--- config.mk ---
export PLATFORM = sky130hd
export DESIGN_NAME = axi_burst_master
export DESIGN_NICKNAME = d
export VERILOG_FILES = /design/src/rtl/axi_burst_master.sv
export SDC_FILE = /design/constraint.sdc
export NUM_CORES = 1
export LEC_CHECK = 0
export CORE_ASPECT_RATIO = 0.6
export CORE_MARGIN = 4
export CORE_UTILIZATION = 35
export CTS_CLUSTER_DIAMETER = 200
export DETAILED_ROUTE_END_ITERATION = 6
export PLACE_DENSITY = 0.83
export SLEW_MARGIN = 40
export SYNTH_ARGS = -nofsm -noshare
export SYNTH_HDL_FRONTEND = slang
export SYNTH_SLANG_ARGS = --single-unit
--- constraint.sdc ---
create_clock -name ACLK -period 5.05 [get_ports ACLK]
set_input_delay 0.7575 -clock ACLK [delete_from_list [all_inputs] [get_ports ACLK]]
set_output_delay 0.7575 -clock ACLK [all_outputs]
set_load 0.01 [all_outputs]
--- src/rtl/axi_burst_master.sv ---
// rtl/axi_burst_master.sv - single-command AXI4 INCR burst master with streamed write/read data
// One command in flight: CHECK screens length and 4 KB crossing before any bus traffic.
module axi_burst_master #(
  parameter int C_M_AXI_ADDR_WIDTH = 32,
  parameter int C_M_AXI_DATA_WIDTH = 32,
  parameter int C_M_AXI_ID_WIDTH   = 1,
  parameter int C_MAX_BURST_LEN    = 16
) (
  input  logic                            ACLK,
  input  logic                            ARESETN,
  input  logic                            CMD_VALID,
  output logic                            CMD_READY,
  input  logic                            CMD_WRITE,
  input  logic [C_M_AXI_ADDR_WIDTH-1:0]   CMD_ADDR,
  input  logic [7:0]                      CMD_LEN,
  input  logic                            WD_VALID,
  output logic                            WD_READY,
  input  logic [C_M_AXI_DATA_WIDTH-1:0]   WD_DATA,
  output logic                            RD_VALID,
  input  logic                            RD_READY,
  output logic [C_M_AXI_DATA_WIDTH-1:0]   RD_DATA,
  output logic                            RD_LAST,
  output logic                            DONE,
  output logic                            ERR,
  output logic [C_M_AXI_ID_WIDTH-1:0]     M_AXI_AWID,
  output logic [C_M_AXI_ADDR_WIDTH-1:0]   M_AXI_AWADDR,
  output logic [7:0]                      M_AXI_AWLEN,
  output logic [2:0]                      M_AXI_AWSIZE,
  output logic [1:0]                      M_AXI_AWBURST,
  output logic                            M_AXI_AWLOCK,
  output logic [3:0]                      M_AXI_AWCACHE,
  output logic [2:0]                      M_AXI_AWPROT,
  output logic [3:0]                      M_AXI_AWQOS,
  output logic                            M_AXI_AWUSER,
  output logic                            M_AXI_AWVALID,
  input  logic                            M_AXI_AWREADY,
  output logic [C_M_AXI_DATA_WIDTH-1:0]   M_AXI_WDATA,
  output logic [C_M_AXI_DATA_WIDTH/8-1:0] M_AXI_WSTRB,
  output logic                            M_AXI_WLAST,
  output logic                            M_AXI_WUSER,
  output logic                            M_AXI_WVALID,
  input  logic                            M_AXI_WREADY,
  input  logic [C_M_AXI_ID_WIDTH-1:0]     M_AXI_BID,
  input  logic [1:0]                      M_AXI_BRESP,
  input  logic                            M_AXI_BVALID,
  output logic                            M_AXI_BREADY,
  output logic [C_M_AXI_ID_WIDTH-1:0]     M_AXI_ARID,
  output logic [C_M_AXI_ADDR_WIDTH-1:0]   M_AXI_ARADDR,
  output logic [7:0]                      M_AXI_ARLEN,
  output logic [2:0]                      M_AXI_ARSIZE,
  output logic [1:0]                      M_AXI_ARBURST,
  output logic                            M_AXI_ARLOCK,
  output logic [3:0]                      M_AXI_ARCACHE,
  output logic [2:0]                      M_AXI_ARPROT,
  output logic [3:0]                      M_AXI_ARQOS,
  output logic                            M_AXI_ARUSER,
  output logic                            M_AXI_ARVALID,
  input  logic                            M_AXI_ARREADY,
  input  logic [C_M_AXI_ID_WIDTH-1:0]     M_AXI_RID,
  input  logic [C_M_AXI_DATA_WIDTH-1:0]   M_AXI_RDATA,
  input  logic [1:0]                      M_AXI_RRESP,
  input  logic                            M_AXI_RLAST,
  input  logic                            M_AXI_RVALID,
  output logic                            M_AXI_RREADY
);

  localparam int         SIZE_I    = $clog2(C_M_AXI_DATA_WIDTH / 8);
  localparam logic [2:0] AXSIZE    = 3'(SIZE_I);
  localparam logic [8:0] MAX_BEATS = 9'(C_MAX_BURST_LEN);

  typedef enum logic [2:0] {
    S_IDLE, S_CHECK, S_AW, S_W, S_B, S_AR, S_R, S_FIN
  } state_t;

  state_t                          state_q, state_d;
  logic [C_M_AXI_ADDR_WIDTH-1:0]   addr_q, addr_d;
  logic [7:0]                      len_q, len_d;
  logic [7:0]                      cnt_q, cnt_d;
  logic                            write_q, write_d;
  logic                            err_q, err_d;
  logic                            err_out_q, err_out_d;

  logic [8:0]  beats;
  logic [13:0] burst_bytes;
  logic [13:0] end_offset;
  logic        cmd_bad;
  logic        w_hs;
  logic        w_last;
  logic        r_hs;
  logic        r_final;
  logic        unused_ok;

  // End offset within the 4 KB page; landing exactly on 4096 is still legal.
  assign beats       = {1'b0, len_q} + 9'd1;
  assign burst_bytes = 14'(beats) << SIZE_I;
  assign end_offset  = {2'b00, addr_q[11:0]} + burst_bytes;
  assign cmd_bad     = (beats > MAX_BEATS) || (end_offset > 14'd4096);

  assign w_last  = (cnt_q == len_q);
  assign w_hs    = (state_q == S_W) && WD_VALID && M_AXI_WREADY;
  assign r_final = (cnt_q == len_q);
  assign r_hs    = (state_q == S_R) && M_AXI_RVALID && RD_READY;

  always_ff @(posedge ACLK or negedge ARESETN) begin
    if (!ARESETN) begin
      state_q   <= S_IDLE;
      addr_q    <= '0;
      len_q     <= '0;
      cnt_q     <= '0;
      write_q   <= 1'b0;
      err_q     <= 1'b0;
      err_out_q <= 1'b0;
    end else begin
      state_q   <= state_d;
      addr_q    <= addr_d;
      len_q     <= len_d;
      cnt_q     <= cnt_d;
      write_q   <= write_d;
      err_q     <= err_d;
      err_out_q <= err_out_d;
    end
  end

  always_comb begin
    state_d   = state_q;
    addr_d    = addr_q;
    len_d     = len_q;
    cnt_d     = cnt_q;
    write_d   = write_q;
    err_d     = err_q;
    err_out_d = err_out_q;
    unique case (state_q)
      S_IDLE: begin
        if (CMD_VALID) begin
          addr_d  = CMD_ADDR;
          len_d   = CMD_LEN;
          write_d = CMD_WRITE;
          cnt_d   = '0;
          state_d = S_CHECK;
        end
      end
      S_CHECK: begin
        if (cmd_bad) begin
          err_d   = 1'b1;
          state_d = S_FIN;
        end else begin
          state_d = write_q ? S_AW : S_AR;
        end
      end
      S_AW: begin
        if (M_AXI_AWREADY) state_d = S_W;
      end
      S_W: begin
        if (w_hs) begin
          cnt_d = cnt_q + 8'd1;
          if (w_last) state_d = S_B;
        end
      end
      S_B: begin
        if (M_AXI_BVALID) begin
          err_d   = err_q | (M_AXI_BRESP != 2'b00);
          state_d = S_FIN;
        end
      end
      S_AR: begin
        if (M_AXI_ARREADY) state_d = S_R;
      end
      S_R: begin
        // RLAST must coincide with the final counted beat; either side early is an error.
        if (r_hs) begin
          cnt_d = cnt_q + 8'd1;
          if ((M_AXI_RRESP != 2'b00) || (M_AXI_RLAST != r_final)) err_d = 1'b1;
          if (M_AXI_RLAST || r_final) state_d = S_FIN;
        end
      end
      S_FIN: begin
        err_out_d = err_q;
        err_d     = 1'b0;
        state_d   = S_IDLE;
      end
      default: state_d = S_IDLE;
    endcase
  end

  always_comb begin
    CMD_READY     = 1'b0;
    M_AXI_AWVALID = 1'b0;
    M_AXI_WVALID  = 1'b0;
    WD_READY      = 1'b0;
    M_AXI_WLAST   = 1'b0;
    M_AXI_BREADY  = 1'b0;
    M_AXI_ARVALID = 1'b0;
    M_AXI_RREADY  = 1'b0;
    RD_VALID      = 1'b0;
    RD_LAST       = 1'b0;
    DONE          = 1'b0;
    unique case (state_q)
      S_IDLE: CMD_READY = ARESETN;
      S_AW:   M_AXI_AWVALID = 1'b1;
      S_W: begin
        M_AXI_WVALID = WD_VALID;
        WD_READY     = M_AXI_WREADY;
        M_AXI_WLAST  = w_last;
      end
      S_B:    M_AXI_BREADY = 1'b1;
      S_AR:   M_AXI_ARVALID = 1'b1;
      S_R: begin
        M_AXI_RREADY = RD_READY;
        RD_VALID     = M_AXI_RVALID;
        RD_LAST      = M_AXI_RLAST;
      end
      S_FIN:  DONE = 1'b1;
      default: ;
    endcase
  end

  assign ERR          = err_out_q;
  assign RD_DATA      = M_AXI_RDATA;
  assign M_AXI_WDATA  = WD_DATA;
  assign M_AXI_WSTRB  = '1;
  assign M_AXI_WUSER  = 1'b0;

  assign M_AXI_AWID    = '0;
  assign M_AXI_AWADDR  = addr_q;
  assign M_AXI_AWLEN   = len_q;
  assign M_AXI_AWSIZE  = AXSIZE;
  assign M_AXI_AWBURST = 2'b01;
  assign M_AXI_AWLOCK  = 1'b0;
  assign M_AXI_AWCACHE = 4'b0011;
  assign M_AXI_AWPROT  = 3'b000;
  assign M_AXI_AWQOS   = 4'b0000;
  assign M_AXI_AWUSER  = 1'b0;

  assign M_AXI_ARID    = '0;
  assign M_AXI_ARADDR  = addr_q;
  assign M_AXI_ARLEN   = len_q;
  assign M_AXI_ARSIZE  = AXSIZE;
  assign M_AXI_ARBURST = 2'b01;
  assign M_AXI_ARLOCK  = 1'b0;
  assign M_AXI_ARCACHE = 4'b0011;
  assign M_AXI_ARPROT  = 3'b000;
  assign M_AXI_ARQOS   = 4'b0000;
  assign M_AXI_ARUSER  = 1'b0;

  // Response IDs are irrelevant with a single outstanding transaction.
  assign unused_ok = &{1'b0, M_AXI_BID, M_AXI_RID};

endmodule
After elaboration in Yosys (flattened, before gate mapping)
Index checks and enable logic that the tools add are counted.

Register bits: 54. Word-level logic and storage cells: 79. Input bits: 122.

Add/sub/neg operators: 3. Multiplexer cells: 31. Bitwise gates (word level): 1. Equality and inequality tests: 19. Reductions and logical operators: 16. Order comparisons: 2.

Operators by type and width (number): $mux 3 (10); $mux 8 (3); $pmux 3 s8 (1); $pmux 8 s3 (1); $ne 2x2->1 const B (8); $mux 1 (15); $add 12x11->13 (1); $gt 13x13->1 const B (1); $eq 3x3->1 const B (4); $add 8x1->9 const B (1); $gt 9x5->1 const B (1); $add 8x1->8 const B (1); $eq 8x8->1 (1); $reduce_and 8->1 (1); $eq 3x2->1 const B (2); $reduce_and 5->1 (1); $logic_and 1x1->1 (4); $ne 2x1->1 const B (2); $pmux 1 s4 (1); $reduce_and 4->1 (1); $reduce_bool 2->1 (2); $reduce_bool 4->1 (1); $eq 3x1->1 const B (1); $logic_not 3->1 (1); other kinds (5) (7).

Depth between registers and ports, before layout
Word-level depth: 6. Gate-level depth with buffers: 13. Mapped depth without buffers: 13.

Worst setup path after synthesis
Ideal clock, no wire load.

Path kind: register -> register. Start point: reg len_q[0] (netlist: M_AXI_ARLEN[0]). End point: reg err_q. Stages on the path, launching flop included: 10. Buffers on the path: 0. Setup slack: 1.964 ns. Setup time: 0.128 ns. Period minus slack after synthesis: 3.086 ns. Arrival: 2.959 ns. Cells stage by stage: dfrtp_1 ha_1 fa_1 or4_1 a2111oi_2 nand3_1 nor4_2 a21oi_2 mux2i_1 mux2_1.

Longest elaborated chain between the ends: 6. Elaborated cells between the ends (all ways): 11. Those cells by class: 2 x add/sub; 2 x order compare; 4 x eq/ne; 3 x reduce/logical.

Ends and longest elaborated chain: from (decl) (RTL line 77) `logic [7:0] len_q, len_d;`; from (signal assigned) (RTL line 116) `len_q <= len_d;`; $add 8x1->9 (RTL line 94) `assign beats = {1'b0, len_q} + 9'd1;`; $add 12x11->13 (RTL line 96) `assign end_offset = {2'b00, addr_q[11:0]} + burst_bytes;`; $gt 13x13->1 (RTL line 97) `assign cmd_bad = (beats > MAX_BEATS) || (end_offset > 14'd4096);`; $logic_or 1x1->1 (RTL line 97); $ne 2x2->1 (no line); $reduce_and 5->1 (no line) (*); to (signal assigned) (RTL line 119) `err_q <= err_d;`; to (decl) (RTL line 80) `logic err_q, err_d;`.

Every way passes the cells marked *; elsewhere a longest branch is shown, timed or not. A chain may end at the register's enable or synchronous reset.

Final worst setup path
Same ends and word-level chain as after synthesis.

==> flow_metrics.env <==
export IMPL_wire_per_inst_um=16.19
export IMPL_async_reset_ff_frac=1.000
export IMPL_synth_cell_types=49
export IMPL_synth_area_leaders="dfrtp_1 (32%), buf_4 (27%), mux2_2 (9.7%), ha_1 (4.1%), xor2_1 (2.9%)"
export IMPL_final_area_sq_mm=0.005080
export IMPL_ant_nets=0
export IMPL_vias=3112
export IMPL_power_per_cell_area_mw_per_mm2=718.4
export IMPL_yosysWarnings=0
export IMPL_synth_top_area_frac=0.3161
export IMPL_syn_area_per_cell_sq_um=9.459
export IMPL_n_fill_cell=1099
export IMPL_end_kind="flip-flop"
export IMPL_cts_resized=0
export IMPL_critPathMaxStageDelay_ns=0.56
export IMPL_antenna_cells=0
export IMPL_period_needed_ns=3.550
export IMPL_coreArea_sq_mm=0.01160
export IMPL_setup_ws_ns=1.500
export IMPL_row_count=30
export IMPL_die_area_sq_mm=0.01411
export IMPL_startpoint_type="flip-flop"
export IMPL_p_leak_nw=2.130
export IMPL_dieHeight_um=93.61
export IMPL_crit_slowest_cell="dfrtp_1"
export IMPL_grt_pass1_wl_um=16260
export IMPL_track_usage=0.1450
export IMPL_grt_overflow_total=0
export IMPL_cts_buffer_depth=2
export IMPL_grt_setup_unrepaired="no"
export IMPL_crit_buf_inv=0
export IMPL_numCtsBuffers=5
export IMPL_grt_start_max_net_pins=55
export IMPL_cts_root_buf="clkbuf_16"
export IMPL_crit_chain="nand3_1 > or2_2 > xnor2_1 > ha_1 > nor2_1 > a21boi_1 > o31ai_1 > xor2_1 > nor4_2 > a21oi_2 > mux2i_1 > mux2_1"
export IMPL_antenna_found_initial=0
export IMPL_synth_main_ff_cell="dfrtp_1"
export IMPL_max_freq_ghz=0.2817
export IMPL_hold_violations=0
export IMPL_finalCritPeriodShare=0.7030
export IMPL_drive_gt1_frac=0.1184
export IMPL_mostFrequentLayoutCells="clkdlybuf4s50_1 (146), dfrtp_1 (54), conb_1 (43), mux2_2 (37), nand2_1 (25)"
export IMPL_dpl_hpwl_um=8180
export IMPL_htreeDepth=2
export IMPL_setup_violations=0
export IMPL_clkLatencyLatePin_ns=0.29
export IMPL_post_dp_cell_area_sq_mm=0.004923
export IMPL_placedCellCount=642
export IMPL_hold_path_class="flip-flop to flip-flop"
export IMPL_area_delta_synth_final_pct=18.82
export IMPL_slew_headroom=0.5189
export IMPL_cts_tree="built"
export IMPL_crit_type="flip-flop to flip-flop"
export IMPL_critPathTopFamily="compound AO/OA/AOI/OAI gates"
export IMPL_die_w_um=150.7
export IMPL_cts_reportedPaths_clkPinSlew_ns=0.07
export IMPL_place_port_buffers=147
export IMPL_ys_ff_latch=54
export IMPL_worstMarginPinSlew_ns=0.7216
export IMPL_initial_utilization=0.3686
export IMPL_drt_iter0_drc=141
export IMPL_synth_top_cell_by_area="dfrtp_1"
export IMPL_drt_wl_total_um=10520
export IMPL_layout_cells_non_filler=650
export IMPL_ys_seq_area_frac=0.3161
export IMPL_clock_skew_ns=0.006028
export IMPL_syn_area_sq_mm=0.004275
export IMPL_fin_nets=626
export IMPL_syn_inst=452
export IMPL_post_drt_via_cell_ratio=4.788
export IMPL_arrival_ns=3.72
export IMPL_final_common_cell="clkdlybuf4s50_1"
export IMPL_cts_hold_fix_buffers=0
export IMPL_drcViolationCount=0
export IMPL_fin_tns_setup_ns=0
export IMPL_critPathMaxFanout=9
export IMPL_maxCapViolCount=0
export IMPL_io_pins=321
export IMPL_first_pass_iters=4
export IMPL_ir_drop_v=0.0003507
export IMPL_cts_setup_buffers=0
export IMPL_drv_slew=0
export IMPL_power_mw=3.649
export IMPL_post_place_ws_ns=1.489
export IMPL_synth_edf_count=0
export IMPL_gp_congestion=0.8631
export IMPL_first_global_vias=3112
export IMPL_status="complete, no violations"
export IMPL_numClockSinks=54
export IMPL_required_ns=5.22
==> flip-flops by register name (all words and copies together) (netlist names) <==
signal	flops
M_AXI_ARADDR	32
M_AXI_ARLEN	8
cnt_q	8
state_q	3
ERR	1
err_q	1
write_q	1
==> cells by family after synthesis <==
kind of cell               synth area share
buffers and inverters                0.2865
and+or+nand+nor                      0.1083
muxes                                0.1150
adders and majority gates           0.04565
other                              0.001757
DFF                                  0.3161
AOI/OAI and AO/OA                   0.08985
xor gates and xnor gates            0.03687
==> synthesized netlist by cell type (2+ instances only) <==
cell / number
nor3b_1: 2
mux2_2: 37
buf_2: 4
nand3_1: 13
ha_1: 14
buf_4: 151
buf_6: 3
conb_1: 2
or4_1: 2
a21oi_2: 2
a211o_1: 2
a211oi_1: 2
xor2_1: 14
a311o_1: 2
and3_1: 7
xnor2_1: 4
mux2i_1: 3
o2111ai_1: 2
nor3_1: 6
nor2_1: 23
mux2_1: 4
a21oi_1: 10
nand2b_1: 3
o21ai_0: 21
clkbuf_1: 2
or2_2: 2
o31ai_1: 3
o21a_1: 3
a21o_1: 2
dfrtp_1: 54
nor2b_1: 2
nand2_1: 25
inv_1: 7
nor4_1: 4
==> metrics by stage <==
stage	hold slack (ns)	utilization
2_1_floorplan	0.4619	-
5_1_grt	0.5454	0.4380
4_1_cts	0.5207	0.4380
3_3_place_gp	0.4923	0.4245
3_5_place_dp	0.5031	0.4245
6_report	0.5173	0.4380
==> cell type report <==
| class | instances | area, sq um | area share |
|---|---|---|---|
| multi-input cells | 271 | 1861 | 0.3663 |
| repair buffers | 149 | 1481 | 0.2916 |
| flip-flops and latches | 54 | 1351 | 0.2660 |
| well taps | 160 | 200.2 | 0.03941 |
| clock buffers | 6 | 138.9 | 0.02734 |
| inverters | 8 | 30.03 | 0.005911 |
| clock inverters | 2 | 17.52 | 0.003448 |
==> layer usage <==
layer / GRT usage / vias to the layer above / share of wire
li1: - / 1423 / -
met1: 0.1829 / 1475 / 0.42
met2: 0.2192 / 199 / 0.44
met3: 0.07458 / 15 / 0.12
met4: 0.03695 / 0 / 0.015
met5: 0 / - / 0
==> report_power, final <==
group | internal [mW] | switching (mW)
clock network | 0.200 | 0.163
registers | 0.637 | 0.303
logic | 1.27 | 1.08
==> worst paths after layout <==
path / from / end / slack, ns / depth (start not counted)
max: M_AXI_ARLEN[0] / err_q / 1.50 / 12
min: ERR / ERR / 0.52 / 1
max reg2reg: M_AXI_ARLEN[0] / err_q / 1.50 / 12
min reg2reg: ERR / ERR / 0.52 / 1
max in group asynchronous: ARESETN / M_AXI_ARADDR[29] / 3.92 / 2
min in group asynchronous: ARESETN / M_AXI_ARADDR[15] / 0.63 / 2
(Power assumes the default switching activity.)
